**config.mk**
```make
export PLATFORM = sky130hd
export DESIGN_NAME = datapath_core
export DESIGN_NICKNAME = d
export VERILOG_FILES = /design/src/rtl/arch_defs_pkg.sv /design/src/rtl/alu_nbit.sv /design/src/rtl/datapath_core.sv
export SDC_FILE = /design/constraint.sdc
export NUM_CORES = 1
export LEC_CHECK = 0
export ABC_AREA = 1
export BUFFER_PORTS_ARGS = -buffer_cell sky130_fd_sc_hd__buf_4
export CAP_MARGIN = 20
export CORE_AREA = 2 2 144 146
export DETAILED_ROUTE_END_ITERATION = 8
export DIE_AREA = 0 0 146 148
export GPL_TIMING_DRIVEN = 0
export SLEW_MARGIN = 40
export SYNTH_ARGS = -nofsm -noshare
export SYNTH_HDL_FRONTEND = slang
export SYNTH_SLANG_ARGS = --single-unit
```
**constraint.sdc**
```tcl
create_clock -name clk -period 2.4 [get_ports clk]
set_input_delay 0.12 -clock clk [delete_from_list [all_inputs] [get_ports clk]]
set_output_delay 0.12 -clock clk [all_outputs]
set_load 0.05 [all_outputs]
```
**src/rtl/arch_defs_pkg.sv**
```systemverilog
// Shared architectural definitions for the datapath core: command modes,
// ALU opcodes and the layout of the condition-flag vector.
package arch_defs_pkg;

    typedef enum logic [2:0] {
        MOV   = 3'd0,
        ALU   = 3'd1,
        LDI   = 3'd2,
        LOAD  = 3'd3,
        STORE = 3'd4
    } dp_mode_t;

    typedef enum logic [2:0] {
        ADD  = 3'd0,
        SUB  = 3'd1,
        AND  = 3'd2,
        OR   = 3'd3,
        XOR  = 3'd4,
        INC  = 3'd5,
        DEC  = 3'd6,
        PASS = 3'd7
    } dp_alu_op_t;

    // Flag vector is {V,N,C,Z}, Z in bit 0.
    localparam int FLAG_COUNT = 4;
    localparam int FLAG_Z     = 0;
    localparam int FLAG_C     = 1;
    localparam int FLAG_N     = 2;
    localparam int FLAG_V     = 3;

    function automatic logic [FLAG_COUNT-1:0] pack_flags(input logic v, input logic n,
                                                         input logic c, input logic z);
        logic [FLAG_COUNT-1:0] f;
        f         = '0;
        f[FLAG_V] = v;
        f[FLAG_N] = n;
        f[FLAG_C] = c;
        f[FLAG_Z] = z;
        return f;
    endfunction

endpackage

```
**src/rtl/alu_nbit.sv**
```systemverilog
// Combinational N-bit ALU returning a wrapped result and {V,N,C,Z} flags.
// INC/DEC substitute a constant 1 for operand b; PASS forwards operand a.
module alu_nbit
    import arch_defs_pkg::*;
#(
    parameter int DATA_WIDTH = 8
) (
    input  dp_alu_op_t              op,
    input  logic [DATA_WIDTH-1:0]   a,
    input  logic [DATA_WIDTH-1:0]   b,
    output logic [DATA_WIDTH-1:0]   result,
    output logic [FLAG_COUNT-1:0]   flags
);

    localparam int MSB = DATA_WIDTH - 1;

    logic [DATA_WIDTH-1:0] operand;
    logic [DATA_WIDTH:0]   sum;
    logic [DATA_WIDTH:0]   diff;
    logic                  carry;
    logic                  ovf;

    always_comb begin
        // NOTE: every variable gets a default before the case so no path infers a latch.
        operand = (op == INC || op == DEC) ? DATA_WIDTH'(1) : b;
        sum     = {1'b0, a} + {1'b0, operand};
        diff    = {1'b0, a} - {1'b0, operand};
        result  = a;
        carry   = 1'b0;
        ovf     = 1'b0;
        case (op)
            ADD, INC: begin
                result = sum[MSB:0];
                carry  = sum[DATA_WIDTH];
                ovf    = (a[MSB] == operand[MSB]) && (result[MSB] != a[MSB]);
            end
            SUB, DEC: begin
                // The extra MSB of the widened difference is the unsigned borrow.
                result = diff[MSB:0];
                carry  = diff[DATA_WIDTH];
                ovf    = (a[MSB] != operand[MSB]) && (result[MSB] != a[MSB]);
            end
            AND:     result = a & b;
            OR:      result = a | b;
            XOR:     result = a ^ b;
            default: result = a;
        endcase
        flags = pack_flags(ovf, result[MSB], carry, result == '0);
    end

endmodule

```
**src/rtl/datapath_core.sv**
```systemverilog
// Register-file datapath: single-cycle MOV/ALU/LDI plus LOAD/STORE over a
// req/ack memory port with a bounded wait and a sticky timeout error.
module datapath_core
    import arch_defs_pkg::*;
#(
    parameter int DATA_WIDTH  = 8,
    parameter int ADDR_WIDTH  = 8,
    parameter int NUM_REGS    = 4,
    parameter int MEM_TIMEOUT = 15
) (
    input  logic                        clk,
    input  logic                        reset,
    input  logic                        cmd_valid,
    output logic                        cmd_ready,
    input  dp_mode_t                    cmd_mode,
    input  dp_alu_op_t                  cmd_alu_op,
    input  logic [$clog2(NUM_REGS)-1:0] cmd_dst,
    input  logic [$clog2(NUM_REGS)-1:0] cmd_src,
    input  logic [DATA_WIDTH-1:0]       cmd_imm,
    input  logic [ADDR_WIDTH-1:0]       cmd_addr,
    output logic                        mem_req,
    output logic                        mem_we,
    output logic [ADDR_WIDTH-1:0]       mem_addr,
    output logic [DATA_WIDTH-1:0]       mem_wdata,
    input  logic [DATA_WIDTH-1:0]       mem_rdata,
    input  logic                        mem_ack,
    output logic [FLAG_COUNT-1:0]       flags_o,
    output logic                        mem_err_o,
    input  logic [$clog2(NUM_REGS)-1:0] dbg_sel,
    output logic [DATA_WIDTH-1:0]       dbg_data
);

    localparam int REG_W = $clog2(NUM_REGS);
    localparam int CNT_W = $clog2(MEM_TIMEOUT + 1);
    localparam int MSB   = DATA_WIDTH - 1;

    localparam logic [0:0] IDLE     = 1'b0;
    localparam logic [0:0] MEM_WAIT = 1'b1;

    logic [0:0]            state;
    logic [DATA_WIDTH-1:0] regs [NUM_REGS];
    logic [FLAG_COUNT-1:0] flags;
    logic                  mem_err;
    logic [CNT_W-1:0]      wait_cnt;
    dp_mode_t              lat_mode;
    logic [REG_W-1:0]      lat_dst;
    logic [ADDR_WIDTH-1:0] lat_addr;
    logic [DATA_WIDTH-1:0] lat_wdata;

    logic [DATA_WIDTH-1:0] alu_result;
    logic [FLAG_COUNT-1:0] alu_flags;
    logic                  accept;

    alu_nbit #(.DATA_WIDTH(DATA_WIDTH)) u_alu (
        .op     (cmd_alu_op),
        .a      (regs[cmd_dst]),
        .b      (regs[cmd_src]),
        .result (alu_result),
        .flags  (alu_flags)
    );

    assign accept    = cmd_valid && cmd_ready;
    assign cmd_ready = (state == IDLE);
    assign mem_req   = (state == MEM_WAIT);
    assign mem_we    = mem_req && (lat_mode == STORE);
    assign mem_addr  = lat_addr;
    assign mem_wdata = lat_wdata;
    assign flags_o   = flags;
    assign mem_err_o = mem_err;
    assign dbg_data  = regs[dbg_sel];

    always_ff @(posedge clk or negedge reset) begin
        if (!reset) begin
            state     <= IDLE;
            flags     <= '0;
            mem_err   <= 1'b0;
            wait_cnt  <= '0;
            lat_mode  <= MOV;
            lat_dst   <= '0;
            lat_addr  <= '0;
            lat_wdata <= '0;
            // NOTE: the register file is built from flops, not RAM, because every entry must clear on reset.
            for (int i = 0; i < NUM_REGS; i++) regs[i] <= '0;
        end else begin
            // NOTE: state uses <= only, so every read in this block and dbg_data see pre-edge values.
            case (state)
                IDLE: begin
                    if (accept) begin
                        case (cmd_mode)
                            MOV: regs[cmd_dst] <= regs[cmd_src];
                            ALU: begin
                                regs[cmd_dst] <= alu_result;
                                flags         <= alu_flags;
                            end
                            LDI: begin
                                regs[cmd_dst] <= cmd_imm;
                                flags         <= pack_flags(1'b0, cmd_imm[MSB], 1'b0, cmd_imm == '0);
                            end
                            LOAD, STORE: begin
                                lat_mode  <= cmd_mode;
                                lat_dst   <= cmd_dst;
                                lat_addr  <= cmd_addr;
                                lat_wdata <= regs[cmd_src];
                                wait_cnt  <= '0;
                                state     <= MEM_WAIT;
                            end
                            default: ;
                        endcase
                    end
                end
                default: begin
                    // Ack is tested first so it wins over a timeout expiring on the same edge.
                    if (mem_ack) begin
                        state <= IDLE;
                        if (lat_mode == LOAD) begin
                            regs[lat_dst] <= mem_rdata;
                            flags         <= pack_flags(1'b0, mem_rdata[MSB], 1'b0, mem_rdata == '0);
                        end
                    end else if (wait_cnt == CNT_W'(MEM_TIMEOUT - 1)) begin
                        state   <= IDLE;
                        mem_err <= 1'b1;
                    end else begin
                        wait_cnt <= wait_cnt + CNT_W'(1);
                    end
                end
            endcase
        end
    end

endmodule

```
==> flow_results.org <==
** Outcome
- The run finished, with violations left.
- Violated checks :: setup timing

** Worst setup path
- Depth of the most critical reg-to-reg path :: 19
- Type of the worst setup path :: register to register
- At the worst endpoint, the required time is 2.67 ns.
- The endpoint identified for the worst register-to-register timing path is flags_o[0].
- Maximum fanout along the worst path :: 3
- The worst setup path is launched from a register.
- R2R setup slack :: -0.47 ns
- Origin of the critical flop-to-flop path :: regs[24]
- Data arrives at the worst endpoint at 3.14 ns.
- Critical Path Sink Type :: register

** Clock network
- After clock tree synthesis, the clock-pin slew on the worst setup and hold paths is 0.06 ns.
- H-tree Lvls :: 3
- Number of buffers on the longest clock path :: 2
- Sinks on Clock Net :: 63
- Clock insertion delay at the later pin of the skew report :: 0.35 ns
- TritonCTS created 9 clock buffers.
- The tree is rooted in a clkbuf_16.
- TritonCTS built the clock tree.

** Yosys
- By area, the combinational part of the netlist is dominated by simple AND/OR/NAND/NOR gates.
- Number of enable-type register cells in the synthesized netlist :: 0
- Post-synthesis average cell area :: 6.306 µm²
- Post-synthesis cell count :: 974
- Xor-xnor portion of the synthesized cell area :: 0.7130%
- Adder and majority cell fraction of the synthesized area :: 7.782%
- Of the post-synthesis cell area, the part taken by muxes is 0%.
- Flip-flop cell with the highest count after synthesis :: dfrtp_1
- Synthesized Nets :: 1051
- Number of warnings reported in the yosys synthesis log :: 0
- After synthesis, flip-flops and latches occupy 25.67% of the total area.
- In this run the cell area of the synthesized design comes to 6142 µm².
- Yosys mapped the design onto 48 distinct sky130hd cell types.
- Total of flip-flops plus latches after synthesis :: 63
- Proportion of register bits with asynchronous set or reset after synthesis :: 100.0%
- Summing the areas of all compound-gate instances in the mapped netlist gives 21.55% of the synthesized area.
- Area share of and/or/nand/nor cells after synthesis :: 33.96%

** Global routing
- First-pass GRT wire length :: 38250 µm
- Pin count of the biggest net entering global routing :: 64
- Global routing finished with a remaining overflow of 0.
- Global-route total usage across every layer :: 22.82%
- Antenna violations before repair :: 0
- Number of global-route vias before repair :: 6879

** Finish
- Leaving out fill and tap cells, the most frequent cells in the layout are nand2_1 (233), buf_4 (111), nor2_1 (110).
- The post-route netlist has 26.35% of its cells at a drive strength greater than 1.
- Number of antenna repair diodes :: 0
- From synthesis to final layout, the design area changed by 35.06%.
- Most common cell after layout, fill and taps aside :: nand2_1
- # nets final :: 1184

** Drt
- Via count :: 7402
- Detailed Route Iter0 Violations :: 645
- Dividing the detail-routed wire length by the instance count gives 18.25 µm.
- Ratio of routed vias to standard cells :: 5.356
- Antenna Violating Nets Remaining :: 0
- The pre-antenna-repair detailed-routing pass consisted of 6 iterations.
- Total routed wirelength :: 25220 µm
- For this run, design rule violations remaining after detail routing come to 0.

** Floorplanning
- Die area :: 21610 µm²
- The floorplan has 52 rows.
- The die is 146 µm wide.
- In this run the count of I/O pins placed on the die edge is 72.
- Initial standard-cell utilization of the core :: 30.65%
- Core Region :: 20040 µm²
- In this run the vertical extent of the chip is 148 µm.

** STA
- Worst max-slew margin expressed relative to the limit :: 46.11%
- For the pin with the worst max-slew slack, the measured transition is 0.8040 ns.
- Based on the critical path, the design can be clocked at up to 349.0 MHz.
- The max-slew violation total from the final report was 0.
- Unrepaired setup endpoints after global routing :: true
- The clock arrives with 0.008489 ns of skew.
- Hold violation count in the final report :: 0
- Setup violations remaining at the end of the flow were counted as 34.
- Hold Worst Slack :: 0.1209 ns
- After layout, the minimum clock period comes to 2.865 ns.
- Dividing the final minimum period by the clock period gives 119.4%.
- In the post-route analysis, the smallest setup slack over all paths is -0.4653 ns.

** Worst hold path
- End point of the most critical hold path :: regs[17]
- The startpoint identified for the worst hold timing path is mem_rdata[1].
- The min-delay analysis places its worst path in the category input pin to register.
- Number of cells on the worst hold path :: 3

** Run
- MaxCap Viol Count :: 0

** Pwr
- In this run the power density over the cells is 1091 nW/µm².
- The completed layout was analyzed and its total power is 9.051 mW.
- VDD IR max :: 0.5610 mV
- Summed over all cells, the static leakage comes to 3.984 nW.

** Placed design
- Number of buffers added on ports :: 69
- Once detailed placement completed, the half-perimeter wirelength came to 17950 µm.
- The congestion estimate from routability-driven global placement came to 0.9869.
-- flip-flops by register name, indices dropped and copies added (netlist names) --
name and flops:
mem_wdata 8, mem_addr 8, lat_mode 3, mem_req 1, regs 32, wait_cnt 4
lat_dst 2, mem_err_o 1, flags_o 4
-- cells by family (layout without fill, tap and decap cells) --
logic type	Yosys count	in the layout
AO/OA/AOI/OAI	213	213
XOR/XNOR	5	5
adder cells (fa/ha/maj)	37	37
buffers and inverters	158	296
flip-flops	63	63
AND/OR/NAND/NOR	498	498
-- how the worst max path moves through the flow --
stage / depth (start not counted) / slack, ns / from / end
floorplan: 19 / -0.08 / regs[24] / flags_o[0]
global placement: 21 / -0.96 / cmd_src[0] / flags_o[0]
detailed placement: 21 / -0.99 / cmd_src[0] / flags_o[0]
CTS: 20 / -0.46 / regs[24] / flags_o[0]
global route: 19 / -0.57 / regs[24] / flags_o[0]
finish: 19 / -0.47 / regs[24] / flags_o[0]
-- area by class of cell --
type / instances / area, µm²
plain buffers: 37 / 201.4
flip-flops and latches: 63 / 1580
clock buffers: 10 / 229.0
well taps: 270 / 337.8
clock inverters: 6 / 61.31
fillers: 2151 / 11740
inverters: 119 / 449.2
multi-input cells: 753 / 4432
repair buffers: 124 / 1005
-- cell usage after synthesis, drive strengths merged, types with 2 or more instances --
library cell    n  area share, %
o31ai           3           0.37
o21ai          55            4.6
buf            17            1.7
nor3            7           0.57
o221ai          5           0.81
nor2          126            7.9
clkinv          3           0.18
nand4          11            1.1
nand3          70            5.9
a211oi          8            1.1
xnor2           2           0.29
a22oi           8            1.3
nor4            5           0.51
inv           116            7.1
a31oi          22            2.2
nand2         271             17
fa              2           0.65
o211ai         36            4.5
clkbuf         22            1.4
or2             5           0.51
xor2            3           0.43
dfrtp          63             26
ha             35            7.1
a21oi          63            5.3
o22ai          10            1.0
-- critical path, stage by stage, from the launching register on --
cell	delay, ns
dfrtp_1	0.42
inv_2	0.08
nor2_2	0.03
inv_1	0.04
a32o_2	0.24
nand3_4	0.13
ha_4	0.19
fa_2	0.43
xnor2_1	0.14
nand2_1	0.08
nand2_1	0.08
nor2_2	0.13
nor2_4	0.06
nor2_1	0.10
nand3_1	0.10
nor2_2	0.13
nand4_1	0.11
nand2_2	0.11
nand2_2	0.07
a21oi_2	0.11
-- metrics by stage --
step / worst slack (ns) / instance area (µm²) / instances / utilization, % / TNS (ns)
floorplan: -0.07957 / 6163 / 974 / - / -0.2540
global placement: -0.9575 / 7019 / 1313 / 35.03 / -24.55
detailed placement: -0.9919 / 7028 / 1313 / 35.07 / -25.40
CTS: -0.4563 / 8005 / 1372 / 39.95 / -7.015
global route: -0.5716 / 8295 / 1382 / 41.40 / -14.08
finish: -0.4653 / 8295 / 1382 / 41.40 / -8.409
-- per-layer routing --
| layer | vias up | GRT usage (%) | wire (µm) |
|---|---|---|---|
| met5 | - | 0 | 0 |
| met4 | 0 | 10.78 | 922 |
| met3 | 66 | 3.364 | 2074 |
| met2 | 381 | 37.74 | 11730 |
| met1 | 3446 | 29.42 | 10490 |
| li1 | 3509 | - | - |
-- timing repair --
item | 4_1_cts | 5_1_grt
endpoints found under the setup margin | 32 | 36
buffers inserted | 35 | 10
pin swaps | 46 | 41
hold buffers | 10 | 0
resized for setup | 95 | 49
hold endpoints to repair | 72 | 0
-- report_power, final --
part	internal (mW)	total [mW]	switching, mW
Clock	0.800	1.32	0.519
Combinational	2.26	5.83	3.57
Sequential	1.48	1.90	0.421
Total	4.54	9.05	4.51
No activity file was read; power rests on OpenSTA's default activity.
